===== config.mk =====
export PLATFORM = sky130hd
export DESIGN_NAME = rr_mux4_arbiter
export DESIGN_NICKNAME = d
export VERILOG_FILES = /design/src/rtl/rr_mux4_arbiter.sv
export SDC_FILE = /design/constraint.sdc
export NUM_CORES = 1
export LEC_CHECK = 0
export CAP_MARGIN = 20
export CORE_MARGIN = 1
export CORE_UTILIZATION = 35
export DETAILED_ROUTE_END_ITERATION = 10
export PLACE_DENSITY = 0.56
export SYNTH_ARGS = -nofsm -noshare
export SYNTH_HDL_FRONTEND = slang
export SYNTH_SLANG_ARGS = --single-unit

===== constraint.sdc =====
create_clock -name clk -period 4.3 [get_ports clk]
set_input_delay 0.86 -clock clk [delete_from_list [all_inputs] [get_ports clk]]
set_output_delay 0.86 -clock clk [all_outputs]
set_load 0.02 [all_outputs]

===== src/rtl/rr_mux4_arbiter.sv =====
// rr_mux4_arbiter
//   Round-robin arbiter and sequencer for a shared 4:1 single-bit mux.
//   One requester at a time owns the output line. The grant is held while the
//   requester keeps asserting req, for at most MAX_HOLD cycles. After every grant
//   there is one dead cycle so that the mux breaks before it makes.
// Ports
//   clk    : clock; all state changes on posedge
//   rst    : synchronous reset, active high
//   req[3:0]  : request lines, one per requester
//   in[3:0]   : data bit, one per requester
//   gnt[3:0]  : one-hot grant (registered); zero when nobody holds the grant
//   sel[1:0]  : mux select (registered); index of the current or last grantee
//   valid     : a grant is active (registered); always equal to |gnt
//   out       : in[sel] while valid, else 0 (combinational from in)
module rr_mux4_arbiter #(
  parameter int MAX_HOLD = 8,
  parameter int CNT_W    = 4
) (
  input  logic       clk,
  input  logic       rst,
  input  logic [3:0] req,
  input  logic [3:0] in,
  output logic [3:0] gnt,
  output logic [1:0] sel,
  output logic       valid,
  output logic       out
);

  typedef enum logic [1:0] {IDLE, BUSY, RELEASE} state_t;

  state_t             state_q, state_d;
  logic [1:0]         ptr_q,   ptr_d;
  logic [CNT_W-1:0]   hold_q,  hold_d;
  logic [3:0]         gnt_q,   gnt_d;
  logic [1:0]         sel_q,   sel_d;
  logic               valid_q, valid_d;

  // Rotating priority search: the first requester at or after ptr wins.
  // Scanning from the far end down lets the nearest match overwrite the rest.
  logic [1:0] win;
  logic       any_req;
  always_comb begin
    win     = ptr_q;
    any_req = |req;
    for (int k = 3; k >= 0; k--) begin
      if (req[ptr_q + 2'(k)]) win = ptr_q + 2'(k);
    end
  end

  always_comb begin
    state_d = state_q;
    ptr_d   = ptr_q;
    hold_d  = hold_q;
    gnt_d   = gnt_q;
    sel_d   = sel_q;
    valid_d = valid_q;
    unique case (state_q)
      IDLE, RELEASE: begin
        // IDLE and RELEASE arbitrate identically; RELEASE exists only to force
        // the one-cycle gap, which falls out of leaving BUSY through it.
        if (any_req) begin
          gnt_d   = 4'b0001 << win;
          sel_d   = win;
          valid_d = 1'b1;
          hold_d  = CNT_W'(1);
          state_d = BUSY;
        end else begin
          state_d = IDLE;
        end
      end
      BUSY: begin
        if (req[sel_q] && (hold_q < CNT_W'(MAX_HOLD))) begin
          hold_d = hold_q + CNT_W'(1);
        end else begin
          // sel keeps its value; the rotation restarts just past the last owner.
          gnt_d   = 4'b0000;
          valid_d = 1'b0;
          hold_d  = '0;
          ptr_d   = sel_q + 2'd1;
          state_d = RELEASE;
        end
      end
      default: state_d = IDLE;
    endcase
  end

  always_ff @(posedge clk) begin
    if (rst) begin
      state_q <= IDLE;
      ptr_q   <= 2'd0;
      hold_q  <= '0;
      gnt_q   <= 4'b0000;
      sel_q   <= 2'd0;
      valid_q <= 1'b0;
    end else begin
      state_q <= state_d;
      ptr_q   <= ptr_d;
      hold_q  <= hold_d;
      gnt_q   <= gnt_d;
      sel_q   <= sel_d;
      valid_q <= valid_d;
    end
  end

  assign gnt   = gnt_q;
  assign sel   = sel_q;
  assign valid = valid_q;
  assign out   = valid_q ? in[sel_q] : 1'b0;

endmodule


# After elaboration in Yosys (flattened, before gate mapping)

Cells that the tools add are included.

Register bits: 15
Output and inout bits: 8

$lt $le $gt $ge: 6
Bitwise gates (word level): 1
Shift-type cells: 1
Add/sub/neg operators: 5
Reduce and logical (&&, ||, !) cells: 9
Multiplexer cells: 29
Equal/unequal tests: 4

Operators with widths:

| operator            | count |
|---|---|
| $mux 4              | 4 |
| $pmux 4 s2          | 2 |
| $lt 2x3->1 const B  | 5 |
| $bmux 1 s2          | 6 |
| $mux 1              | 10 |
| $mux 2              | 5 |
| $reduce_and 2->1    | 3 |
| $add 2x1->2 const B | 2 |
| $add 2x2->2 const B | 2 |
| $add 4x1->4 const B | 1 |
| $lt 4x4->1 const B  | 1 |
| $ne 2x2->1 const B  | 2 |
| $pmux 2 s2          | 1 |
| $reduce_or 4->1     | 1 |
| $shl 1x2->4 const A | 1 |
| $reduce_and 3->1    | 1 |
| $eq 2x1->1 const B  | 1 |
| $eq 2x2->1 const B  | 1 |
| $logic_not 2->1     | 1 |
| $pmux 1 s2          | 1 |
| $reduce_bool 2->1   | 1 |
| $reduce_or 2->1     | 1 |
| $logic_and 1x1->1   | 1 |
| $not 1->1           | 1 |

# Longest topological paths before layout

Word-level depth: 10
Depth in mapped cells: 7
Mapped depth without buffers: 5

# Worst setup path before layout

OpenSTA, ideal clock, no wires.

Kind: input to output
Start point: input in[1]
End point: output out
Cell stages on the path: 2
Slack: 1,890 ps
Data arrival time: 1,550 ps
Required time: 3,440 ps
Cell sequence: mux4_1 and2_1

Longest elaborated chain between the ends: 3

RTL lines:

| what                         | line | RTL |
|---|---|---|
| from (decl)                  | 22   | `input logic [3:0] in,` |
| $bmux 1 s2                   | 108  | `assign out = valid_q ? in[sel_q] : 1'b0;` |
| $mux 1 (implied by the code) | 108  |  |
| $mux 1                       | 108  |  |
| to (decl)                    | 26   | `output logic out` |

No other way between the ends. The select of a mux whose other input is x is not followed.

# Final worst setup path

Ends and elaborated chain as after synthesis.

==> flow_summary.rst <==
.. list-table::
   :header-rows: 1

   * - Metric
     - Value
   * - Least-Margin Pin Slew
     - 0.666 ns
   * - Total met2 wirelength after detailed routing
     - 706 um
   * - Final Cycle Share
     - 0.762
   * - Synthesized net count
     - 102
   * - Worst setup path endpoint
     - out
   * - Setup TNS Final
     - 0 ns
   * - Total power
     - 0.339 mW
   * - Avg Cell Area, Syn
     - 8.80 um2
   * - Global route overflow
     - 0
   * - Worst path arrival time
     - 2.42 ns
   * - Post-DR vias/cell
     - 5.30
   * - Antenna-violating nets left
     - 0
   * - Initial antenna violation count
     - 0
   * - Launching element of the worst setup path
     - in[1]
   * - Final Max Slew Viols
     - 0
   * - Row count
     - 16
   * - Achievable Freq
     - 0.305 GHz
   * - Max transition margin
     - 0.552
   * - Post-CTS clock slew at the launch and capture registers of the worst setup and hold paths
     - 0.09 ns
   * - Skew-Pair Late Insertion Delay
     - 0.29 ns
   * - Top-area cell type share of the netlist area
     - 0.375
   * - Number of different library cells in the post-synthesis netlist
     - 34
   * - Reg2Reg Launch Point
     - sel[0]
   * - Leading cell types by total area after synthesis
     - sky130_fd_sc_hd__dfxtp_1, sky130_fd_sc_hd__a21oi_1, sky130_fd_sc_hd__nor2_1
   * - Max-cap violation count
     - 0
   * - Vias in the first global route
     - 657
   * - 1st-iter DRT viols
     - 10
   * - Maximum clock skew at final layout
     - 0.00503 ns
   * - WL met1
     - 829 um
   * - Fraction of layout cells with a size suffix above 1
     - 0.0741
   * - CTS sink count
     - 15
   * - Buffers from clock root to sink, at most
     - 2
   * - Area Growth Syn to Fin
     - 25.9%
   * - Logic depth of the worst register-to-register path
     - 5
   * - Routed Wire Length
     - 1670 um
   * - Synthesized instance count
     - 91
   * - Worst flop-to-flop path endpoint
     - gnt[1]
   * - Total of flip-flops plus latches after synthesis
     - 15
   * - Maximum fanout along the worst path
     - 1
   * - Startpoint type of the worst setup path
     - input pin
   * - Die Area
     - 0.00248 mm2
   * - Number of buffers added on ports
     - 17
   * - Class of the most critical setup path
     - input pin to output port
   * - Dominant cell type by area after synthesis
     - sky130_fd_sc_hd__dfxtp_1
   * - Area of the core region
     - 0.00206 mm2
   * - Required time at the worst-slack endpoint
     - 3.44 ns
   * - Met3 WL
     - 83 um
   * - Clock tree from TritonCTS
     - built
   * - Post-Synthesis Cell Area
     - 801 um2
   * - Detailed-route via count
     - 716
   * - Standby leakage power
     - 0.361 nW
   * - Die boundary width
     - 49.8 um
   * - Initial Util
     - 0.388
   * - Reg-to-reg setup timing slack
     - 2.48 ns
   * - Number of cells upsized or downsized after cts
     - 0
   * - FILL cells
     - 198
   * - GRT Overall Usage
     - 0.152
   * - P per Cell Area
     - 336 mW/mm2
   * - Classification of the worst-slack hold path
     - register to register
   * - Final setup violating endpoints
     - 0
   * - Minimum period implied by the final worst setup slack
     - 3.28 ns
   * - Final Hold Violating Endpoints
     - 0
   * - Placed wire-length estimate
     - 1200 um
   * - Synth async-reset ratio
     - 0
   * - Largest net degree at the start of global routing
     - 18
   * - Die boundary height
     - 49.8 um
   * - Number of flops mapped to enable cells by yosys
     - 0
   * - Critical Path Sink Type
     - output port
   * - DR DRC count
     - 0
   * - Detailed-router iteration count before antenna repair
     - 4
   * - Setup repair after global routing missed its margin
     - no
   * - Ys Warns
     - 0
   * - Number of clock buffers inserted by TritonCTS
     - 3
   * - Maximum level of the CTS H-tree
     - 1
   * - Final net count
     - 120
   * - Sequential element share of the synthesized area
     - 0.375
   * - CTS Root Buffer Type
     - sky130_fd_sc_hd__clkbuf_4
   * - Placer's final routability congestion estimate
     - 0.830
   * - Highest routed metal layer
     - met4
   * - Wire length of the first global-routing pass
     - 2800 um
   * - DR WL/cell
     - 12.3 um
   * - Antenna diodes
     - 0
   * - Cts-stage hold buffer count
     - 0
   * - Setup Fix Bufs, Post-CTS
     - 0
   * - Most used flip-flop cell after synthesis
     - sky130_fd_sc_hd__dfxtp_1
   * - Number of ports placed on the die boundary
     - 18
   * - Maximum ir drop on the vdd rail
     - 0.158 mV
   * - Status
     - completed
==> metrics by stage <==
step / setup WS (ns) / utilization / instances / area, um2 / hold WS [ns]
after CTS: 1.01 / 0.489 / 135 / 1010 / 0.462
final: 1.02 / 0.489 / 135 / 1010 / 0.457
after global routing: 0.945 / 0.489 / 135 / 1010 / 0.508
after global placement: 1.03 / 0.476 / 131 / 982 / 0.440
after floorplan: 1.89 / - / 91 / 801 / 0.449
after detailed placement: 1.01 / 0.476 / 131 / 982 / 0.447
==> kinds of logic (layout without fill, tap and decap cells) <==
logic type / after synthesis / after routing / synth area share
fa+ha+maj: 1 / 1 / 0.0156
xor+xnor: 1 / 1 / 0.0109
buf+inv: 5 / 22 / 0.0328
simple gates: 39 / 39 / 0.258
compound gates: 24 / 24 / 0.195
flops: 15 / 15 / 0.375
mux: 6 / 6 / 0.113
==> worst max-delay path: stages <==
cell	delay (ns)
sky130_fd_sc_hd__clkdlybuf4s50_1	0.39
sky130_fd_sc_hd__mux4_1	0.48
sky130_fd_sc_hd__and2_1	0.16
sky130_fd_sc_hd__clkdlybuf4s50_1	0.53
==> registers in the layout, indices dropped and copies added, names as in the netlist <==
signal   flops
gnt          4
hold_q       4
ptr_q        2
sel          2
state_q      2
valid        1
==> placed cells by master, fill, tap and decap left out, drive strengths merged, types with 3 or more instances in the layout <==
cell and count:
a21oi 10, clkbuf 4, clkdlybuf4s50 17, dfxtp 15, mux2i 3, nand2 6
nand2b 5, nor2 12, nor2b 5, nor3 4, o21ai 5
==> Yosys cell counts (3+ instances only) <==
library cell and count:
sky130_fd_sc_hd__a21oi_1 10, sky130_fd_sc_hd__nor3_1 4, sky130_fd_sc_hd__nand2b_1 4, sky130_fd_sc_hd__clkbuf_1 3, sky130_fd_sc_hd__nor2_1 12, sky130_fd_sc_hd__nand2_1 6
sky130_fd_sc_hd__nor2b_1 5, sky130_fd_sc_hd__dfxtp_1 15, sky130_fd_sc_hd__o21ai_0 5, sky130_fd_sc_hd__mux2i_1 3
==> layout make-up <==
class	count	area (um2)	area share
Tap cell	27	33.8	0.0335
Timing Repair Buffer	17	170	0.169
Inverter	1	3.75	0.00372
Clock buffer	4	26.3	0.0261
Sequential cell	15	300	0.298
Multi-Input combinational cell	71	474	0.470
==> power breakdown <==
| part | internal, mW | switching [mW] |
|---|---|---|
| Sequential | 0.150 | 0.0124 |
| Combinational | 0.0474 | 0.0463 |
| Clock | 0.0361 | 0.0466 |
| Total | 0.234 | 0.105 |
==> how the worst min path moves through the flow <==
stage                          from         to  slack [ns]  cells after the start
after floorplan           hold_q[2]  hold_q[2]        0.45                      1
after global placement       gnt[0]     gnt[0]        0.44                      2
after detailed placement     gnt[0]     gnt[0]        0.45                      2
after CTS                    gnt[0]     gnt[0]        0.46                      2
after global routing         gnt[0]     gnt[0]        0.51                      2
final                        gnt[0]     gnt[0]        0.46                      2
==> metal layers <==
metal  track usage  vias up
met1         0.200      333
li1              -      363
met2         0.227       15
met4         0.100        0
met3        0.0216        5
met5             0        -
Note: power is estimated with default switching activity, not from simulation.
